<file path="src/rtl/modn_pwm_gen.sv">
// modn_pwm_gen
// Follows the count bus of a mod-N counter in the same clock domain. It
// detects the N-1 -> 0 wrap, checks that the count sequence is continuous,
// and drives a PWM output whose duty is double-buffered so that a new duty
// only takes effect at a period boundary.
//
// Ports:
//   clk        rising-edge system clock
//   rst        asynchronous reset, active-low
//   en         block enable; low forces IDLE on the next edge
//   count      count value from the mod-N counter (0..N-1)
//   duty_in    requested duty in counts per period (values above N clamp to N)
//   duty_valid duty_in is offered (held by the source until accepted)
//   duty_ready shadow register is free
//   pwm        PWM output, one cycle behind count
//   wrap       one-cycle pulse after each detected wrap in SYNC or RUN
//   cycles     completed periods while locked, saturating
//   locked     high while in RUN
//   sync_err   sticky count-discontinuity flag
//   clr_err    clears sync_err (a new error in the same cycle wins)
module modn_pwm_gen #(
  parameter int N      = 16,
  parameter int WIDTH  = $clog2(N),
  parameter int DUTY_W = $clog2(N + 1),
  parameter int CYC_W  = 8
) (
  input  logic              clk,
  input  logic              rst,
  input  logic              en,
  input  logic [WIDTH-1:0]  count,
  input  logic [DUTY_W-1:0] duty_in,
  input  logic              duty_valid,
  output logic              duty_ready,
  output logic              pwm,
  output logic              wrap,
  output logic [CYC_W-1:0]  cycles,
  output logic              locked,
  output logic              sync_err,
  input  logic              clr_err
);

  typedef enum logic [1:0] {
    IDLE = 2'd0,
    SYNC = 2'd1,
    RUN  = 2'd2
  } state_t;

  localparam logic [WIDTH-1:0]  CNT_LAST = WIDTH'(N - 1);
  localparam logic [DUTY_W-1:0] DUTY_MAX = DUTY_W'(N);
  localparam logic [CYC_W-1:0]  CYC_MAX  = '1;

  // Requested duty values above N mean "always on"; clamp them to N.
  function automatic logic [DUTY_W-1:0] clamp_duty(input logic [DUTY_W-1:0] d);
    return (d > DUTY_MAX) ? DUTY_MAX : d;
  endfunction

  // Period counter holds at its maximum instead of rolling over.
  function automatic logic [CYC_W-1:0] sat_inc(input logic [CYC_W-1:0] c);
    return (c == CYC_MAX) ? c : c + CYC_W'(1);
  endfunction

  state_t             state;
  state_t             state_nxt;
  logic [WIDTH-1:0]   prev_cnt;
  logic [WIDTH-1:0]   cnt_succ;
  logic [DUTY_W-1:0]  duty_act;
  logic [DUTY_W-1:0]  shadow;
  logic [DUTY_W-1:0]  duty_next;
  logic               pending;
  logic               w_hit;
  logic               c_ok;
  logic               err_evt;
  logic               accept;
  logic               copy;

  // Expected successor of the previous sample, modulo N.
  assign cnt_succ   = (prev_cnt == CNT_LAST) ? '0 : prev_cnt + WIDTH'(1);
  assign w_hit      = (prev_cnt == CNT_LAST) && (count == '0);
  assign c_ok       = (count == cnt_succ);
  assign err_evt    = (state == RUN) && !c_ok;

  // Handshake: a transfer is only possible while the shadow is empty, so an
  // accept coincident with a wrap never collides with the shadow copy.
  assign duty_ready = !pending;
  assign accept     = duty_valid && !pending;
  assign copy       = pending && ((state == IDLE) || w_hit);

  // On a wrap edge with a pending duty, the new duty already governs the
  // first PWM sample of the new period.
  assign duty_next  = (w_hit && pending) ? shadow : duty_act;

  assign locked     = (state == RUN);

  always_comb begin
    state_nxt = state;
    if (!en) begin
      state_nxt = IDLE;
    end else begin
      case (state)
        IDLE:    state_nxt = SYNC;
        SYNC:    if (w_hit) state_nxt = RUN;
        RUN:     if (!c_ok) state_nxt = SYNC;
        default: state_nxt = IDLE;
      endcase
    end
  end

  // Stage boundary: state, sampled count and all registered outputs.
  always_ff @(posedge clk or negedge rst) begin
    if (!rst) begin
      state    <= IDLE;
      prev_cnt <= '0;
      pwm      <= 1'b0;
      wrap     <= 1'b0;
      cycles   <= '0;
      sync_err <= 1'b0;
    end else begin
      state    <= state_nxt;
      prev_cnt <= count;
      pwm      <= (state_nxt == RUN) && (DUTY_W'(count) < duty_next);
      wrap     <= w_hit && (state != IDLE);
      if (!en || (state == IDLE)) begin
        cycles <= '0;
      end else if ((state == RUN) && w_hit) begin
        cycles <= sat_inc(cycles);
      end
      if (err_evt) begin
        sync_err <= 1'b1;
      end else if (clr_err) begin
        sync_err <= 1'b0;
      end
    end
  end

  // Stage boundary: duty double buffer (shadow -> active).
  always_ff @(posedge clk or negedge rst) begin
    if (!rst) begin
      shadow   <= '0;
      duty_act <= '0;
      pending  <= 1'b0;
    end else if (accept) begin
      shadow   <= clamp_duty(duty_in);
      pending  <= 1'b1;
    end else if (copy) begin
      duty_act <= shadow;
      pending  <= 1'b0;
    end
  end

endmodule
</file>
<file path="config.mk">
export PLATFORM = sky130hd
export DESIGN_NAME = modn_pwm_gen
export DESIGN_NICKNAME = d
export VERILOG_FILES = /design/src/rtl/modn_pwm_gen.sv
export SDC_FILE = /design/constraint.sdc
export NUM_CORES = 1
export LEC_CHECK = 0
export ABC_AREA = 1
export BUFFER_PORTS_ARGS = -buffer_cell sky130_fd_sc_hd__buf_2
export CAP_MARGIN = 40
export CORE_ASPECT_RATIO = 1.4
export CORE_MARGIN = 5
export CORE_UTILIZATION = 35
export CTS_BUF_LIST = sky130_fd_sc_hd__clkbuf_8
export DETAILED_ROUTE_END_ITERATION = 12
export HOLD_SLACK_MARGIN = 0.12
export PLACE_DENSITY_LB_ADDON = 0.2
export SYNTH_ARGS = -nofsm -noshare
export SYNTH_HDL_FRONTEND = slang
export SYNTH_SLANG_ARGS = --single-unit
</file>
<file path="constraint.sdc">
create_clock -name clk -period 2.05 [get_ports clk]
set_clock_uncertainty 0.1 [all_clocks]
set_input_delay 0.3075 -clock clk [delete_from_list [all_inputs] [get_ports clk]]
set_output_delay 0.3075 -clock clk [all_outputs]
set_load 0.1 [all_outputs]
</file>
* Word level (Yosys, flattened, before mapping)
Index checks and enable logic that the tools add are counted.
** Word-level totals
- Register bits after elaboration :: 28
- Bits of input ports :: 14
- Output and inout bits :: 13
- Word-level logic and storage cells :: 56
** Operators by class
- Add/sub/neg operators :: 2
- Order comparisons :: 2
- Eq/ne operators :: 7
- Muxes and demuxes :: 14
- Bitwise gates (word level) :: 1
- Reduce and logical (&&, ||, !) cells :: 21
** Operators by type and width (count)
- two-way mux 8 bit :: 3
- two-way mux 5 bit :: 2
- adder 8 x 1 -> 8 bit (second input constant) :: 1
- equality test 8 bit (second input constant) :: 1
- logical AND 1 bit :: 8
- nonzero test 2 bit :: 4
- two-way mux 2 bit :: 3
- case mux 2 bit (3 select lines) :: 1
- greater-than comparator 5 bit (second input constant) :: 1
- less-than comparator 4 x 5 -> 1 bit :: 1
- adder 4 x 1 -> 4 bit (second input constant) :: 1
- equality test 2 bit (second input constant) :: 2
- equality test 4 bit :: 1
- equality test 4 bit (second input constant) :: 1
- logical NOT 4 bit :: 1
- two-way mux 1 bit :: 4
- two-way mux 4 bit :: 1
- AND reduction 2 bit :: 2
- logical NOT 1 bit :: 3
- equality test 2 x 1 -> 1 bit (second input constant) :: 1
- logical NOT 2 bit :: 1
- logical OR 1 bit :: 2
- != test 2 bit (second input constant) :: 1
- inverter 1 bit :: 1

* Depth between registers and ports, before layout
- Depth after elaboration :: 8
- Mapped depth :: 13
- Gate-level depth less buffers :: 13

* Least setup slack after synthesis
Ideal clock, no wire load.
- Path kind :: flip-flop to flip-flop
- Start :: register cycles[1]
- End :: register cycles[3]
- Setup time :: 160 ps
- Arrival time :: 1951 ps
- Path slack :: -161 ps
- Cell stages (with the launch flop) :: 9
- Path buffers :: 0
- Path through :: dfrtp_1 ha_1 nand3_1 nor2_1 nand2_1 nand3_4 nor2_4 o21ai_1 a21oi_2
** On the way
- Cells in the longest elaborated chain, start to end :: 4
- Elaborated cells on any way between the ends :: 7
- Those cells by class :: 1 x add/sub; 2 x eq/ne; 3 x mux; 1 x reduce/logical
** Ends and longest elaborated chain
- start: declaration :: RTL line 36 : output logic [CYC_W-1:0] cycles,
- start signal: assignment :: RTL line 125 : cycles <= sat_inc(cycles);
- adder 8 x 1 -> 8 bit :: RTL line 59 : return (c == CYC_MAX) ? c : c + CYC_W'(1);
- two-way mux 8 bit :: RTL line 59
- two-way mux 8 bit :: RTL line 124 : end else if ((state == RUN) && w_hit) begin
- two-way mux 8 bit :: RTL line 122 : if (!en || (state == IDLE)) begin
Several ways; a longest one is shown, not always the timed one. The select of a mux whose other input is x is not followed.
A chain may end at the register's enable or synchronous reset.

* Worst setup path in the final report
- Start :: register prev_cnt[0]
- End :: register pwm
** On the way
- Cells in the longest elaborated chain, start to end :: 8
- Elaborated cells on any way between the ends :: 14
- Those cells by class :: 1 x add/sub; 1 x order compare; 3 x eq/ne; 6 x mux; 3 x reduce/logical
** Ends and longest elaborated chain
- start: declaration :: RTL line 64 : logic [WIDTH-1:0] prev_cnt;
- start signal: assignment :: RTL line 119 : prev_cnt <= count;
- adder 4 x 1 -> 4 bit / equality test 4 bit (equally long branches) :: RTL line 77, 78
- two-way mux 4 bit :: RTL line 77 : assign cnt_succ = (prev_cnt == CNT_LAST) ? '0 : prev_cnt + WIDTH'(1);
- equality test 4 bit :: RTL line 79 : assign c_ok = (count == cnt_succ);
- two-way mux 2 bit :: RTL line 102 : RUN: if (!c_ok) state_nxt = SYNC;
- case mux 2 bit (3 select lines) :: RTL line 99 : case (state)
- two-way mux 2 bit :: RTL line 96 : if (!en) begin
- equality test 2 bit :: RTL line 120 : pwm <= (state_nxt == RUN) && (DUTY_W'(count) < duty_next);
- logical AND 1 bit * :: RTL line 120
- end signal: assignment :: RTL line 120
- end: declaration :: RTL line 34 : output logic pwm,
Every way passes the cells marked *; elsewhere a longest branch is shown, timed or not.

==> impl_metrics.tcl <==
set metrics [dict create \
    met2_usage 0.249 \
    rows 28 \
    placed_cell_area_mm2 0.00176 \
    final_cell_area_mm2 0.00187 \
    antenna_found_initial 0 \
    outcome "finished, violations left" \
    synth_xor_xnor_area_share 0.0116 \
    violations "negative setup slack" \
    path_clk_slew_ns 0.10 \
    arrival_ns 2.16 \
    grt_max_degree 29 \
    yosysMostFrequentCell "nand2_1" \
    wl_per_cell_um 11.8 \
    ys_ff_latch 28 \
    crit_fanout 6 \
    multi_input_area_um2 708 \
    busiest_layer "met2" \
    p_leak_nw 1.01 \
    async_flop_share 1.00 \
    dieArea_mm2 0.00576 \
    diodes 0 \
    grt_pass1_wl_um 5600 \
    ys_dominant_reg_cell "dfrtp_1" \
    gp_congestion 0.724 \
    max_freq_mhz 487 \
    start_util 0.360 \
    hold_ws_ns 0.152 \
    h-tree-depth 1 \
    combPwrFrac 0.220 \
    avgSynthCellArea_um2 8.18 \
    io_buffers 26 \
    max_stage_delay_ns 0.41 \
    peakVddDrop_uv 334 \
    synth_top_area_cell "dfrtp_1" \
    drtIter0Drc 34 \
    overflow 0 \
    hold_violations 0 \
    use_met3 0.0167 \
    finalSetupViolCount 1 \
    hp-class "input port to flip-flop" \
    yosysWarnings 0 \
    switching_share 0.304 \
    io_pins 27 \
    worst_pin_slew_ns 0.636 \
    synthCells 185 \
    cts_sinks 28 \
    slew_violations 0 \
    cts_inserted_buffers 3 \
    synth_top_family_by_area "simple AND/OR/NAND/NOR gates" \
    synth_top_area_frac 0.463 \
    startpoint_type "flip-flop" \
    syn_area_mm2 0.00151 \
    syn_nets 204 \
    p_seq_frac 0.506 \
    cp_data_required_time_ns 2.15 \
    grt_util_met1 0.128 \
    ff_latch_area_um2 703 \
    switching_power_mw 0.385 \
    power_mw 1.27 \
    nNetsFinal 248 \
    synth.distinct_cells 25 \
    die_x_um 65.6 \
    synthTopCellsByArea "dfrtp_1, nand2_1, nand3_1, inv_1, o21ai_0" \
    drv_cap 0 \
    period_minus_slack_ns 2.05 \
    synthMuxAreaShare 0 \
    p_int_mw 0.880 \
    dpl_worst_slack_ns -0.0333 \
    cts_tree "built" \
    ys_seq_area_frac 0.463 \
    cp_cell_sequence "ha_1 -> nand2_1 -> nor2_2 -> nand4_1 -> inv_2 -> o21ai_0 -> ha_1 -> a21oi_1 -> nor2_1 -> o211ai_1 -> nand2_1 -> nor2_1" \
    wl_um 3230 \
    drcViolationCount 0 \
    whs_path_depth 3 \
    cts-root-buf "clkbuf_8" \
    fin_crit_sh 1.00 \
    dr.pass1.iters 4 \
    vias 1333 \
    grt.total_usage 0.123 \
    drive_gt1_frac 0.224 \
    fin_ws_ns -0.00341 \
    grt_setup_unrepaired "yes" \
    insertion_delay_ns 0.27 \
    fill_cells 440 \
    p_clk_frac 0.273 \
    syn_to_final_growth_pct 23.9 \
    dp.final_hpwl_um 2540 \
    grt_pass1_vias 1302 \
    endpoint_kind "flip-flop" \
    rr_worst_depth 12 \
    synth_edf_count 0 \
    cts_max_path_buffers 2 \
    ant_nets 0 \
    core_mm2 0.00420 \
    yosys.area_share.adder 0.0414 \
    synth_compound_area_frac 0.102 \
    die_h_um 87.8 \
    synth-simple-area-share 0.312 \
    critical_path_class "flip-flop to flip-flop" \
    synth_commonest_cells "nand2_1, dfrtp_1, inv_1" \
    relSlewSlack 0.576 \
    routed_via_density 4.88 \
    crit_slowest_cell "dfrtp_1" \
    powerDensity_mw_per_mm2 675 \
]
==> cells by family after synthesis <==
family,Yosys count
AO/OA/AOI/OAI,27
XOR/XNOR,2
adder cells (fa/ha/maj),5
buffers and inverters,28
flip-flops,28
AND/OR/NAND/NOR,95
==> area by class of cell <==
type	instances	area share
multi-input cells	129	0.378
flip-flops and latches	28	0.375
repair buffers	40	0.134
inverters	27	0.0541
well taps	45	0.0300
clock buffers	4	0.0294
==> power by group through the flow <==
stage               clock network [mW]  logic [mW]  registers (mW)
CTS                              0.357       0.285           0.641
floorplan                            0       0.174           0.665
detailed placement                   0       0.275           0.652
finish                           0.346       0.278           0.641
global placement                     0       0.272           0.652
global route                     0.377       0.318           0.649
==> worst max-delay path, delay by kind of cell, from the launching register on <==
kind,cells,cell delay (ns)
and+or+nand+nor,6,0.47
DFF,1,0.41
buffers and inverters,1,0.07
adders and majority gates,2,0.48
AOI/OAI and AO/OA,3,0.46
==> per-stage QoR <==
stage	TNS, ns	std cells	util
floorplan	0	185	-
detailed placement	-0.0333	263	0.418
global placement	0	263	0.418
CTS	-0.0282	273	0.445
global route	-0.146	273	0.446
finish	-0.00341	273	0.446
==> repair_timing <==
item,4_1_cts,5_1_grt
hold buffers,6,0
buffers inserted,0,0
gates resized for setup,1,1
endpoints found under the setup margin,1,1
endpoints found under the hold margin,33,0
==> placed cells by master (no fill, tap or decap) <==
| cell type | instances |
|---|---|
| dfrtp_2 | 2 |
| buf_2 | 26 |
| nand3_1 | 24 |
| nor2_2 | 2 |
| clkbuf_8 | 4 |
| inv_1 | 26 |
| o31ai_1 | 2 |
| o211ai_1 | 1 |
| buf_4 | 8 |
| a21oi_1 | 4 |
| inv_2 | 1 |
| dlygate4sd3_1 | 6 |
| xor2_1 | 1 |
| nand3_4 | 2 |
| o21ai_0 | 16 |
| nor2_1 | 15 |
| o21ai_2 | 1 |
| nor2_4 | 1 |
| ha_1 | 5 |
| o41ai_1 | 1 |
| o21ai_1 | 1 |
| a21oi_2 | 1 |
| xnor2_1 | 1 |
| nand2_1 | 43 |
| or2_2 | 1 |
| nand3b_1 | 1 |
| nor3_1 | 1 |
| nand4_1 | 3 |
| dfrtp_1 | 26 |
| nor2_8 | 2 |
==> final timing paths <==
check / to / from / slack (ns)
max in group asynchronous: cycles[1]$_DFFE_PN0P_ / rst / 0.92
setup reg to reg: pwm$_DFF_PN0_ / prev_cnt[0]$_DFF_PN0_ / -0.003
setup / recovery: pwm$_DFF_PN0_ / prev_cnt[0]$_DFF_PN0_ / -0.003
min in group asynchronous: cycles[3]$_DFFE_PN0P_ / rst / 0.48
hold reg to reg: duty_act[3]$_DFFE_PN0P_ / duty_act[3]$_DFFE_PN0P_ / 0.40
hold / removal: shadow[3]$_DFFE_PN0P_ / duty_in[3] / 0.15
==> flip-flops by register name, indices dropped and copies added, names as in the netlist <==
signal	cells
state	2
shadow	5
pending	1
sync_err	1
pwm	1
wrap	1
prev_cnt	4
duty_act	5
cycles	8
==> layer usage <==
layer | vias up | share of wire
li1 | 689 | -
met1 | 621 | 0.40
met2 | 21 | 0.55
met3 | 2 | 0.036
met4 | 0 | 0.0081
met5 | - | 0
Power figures use the tool's default switching activity.
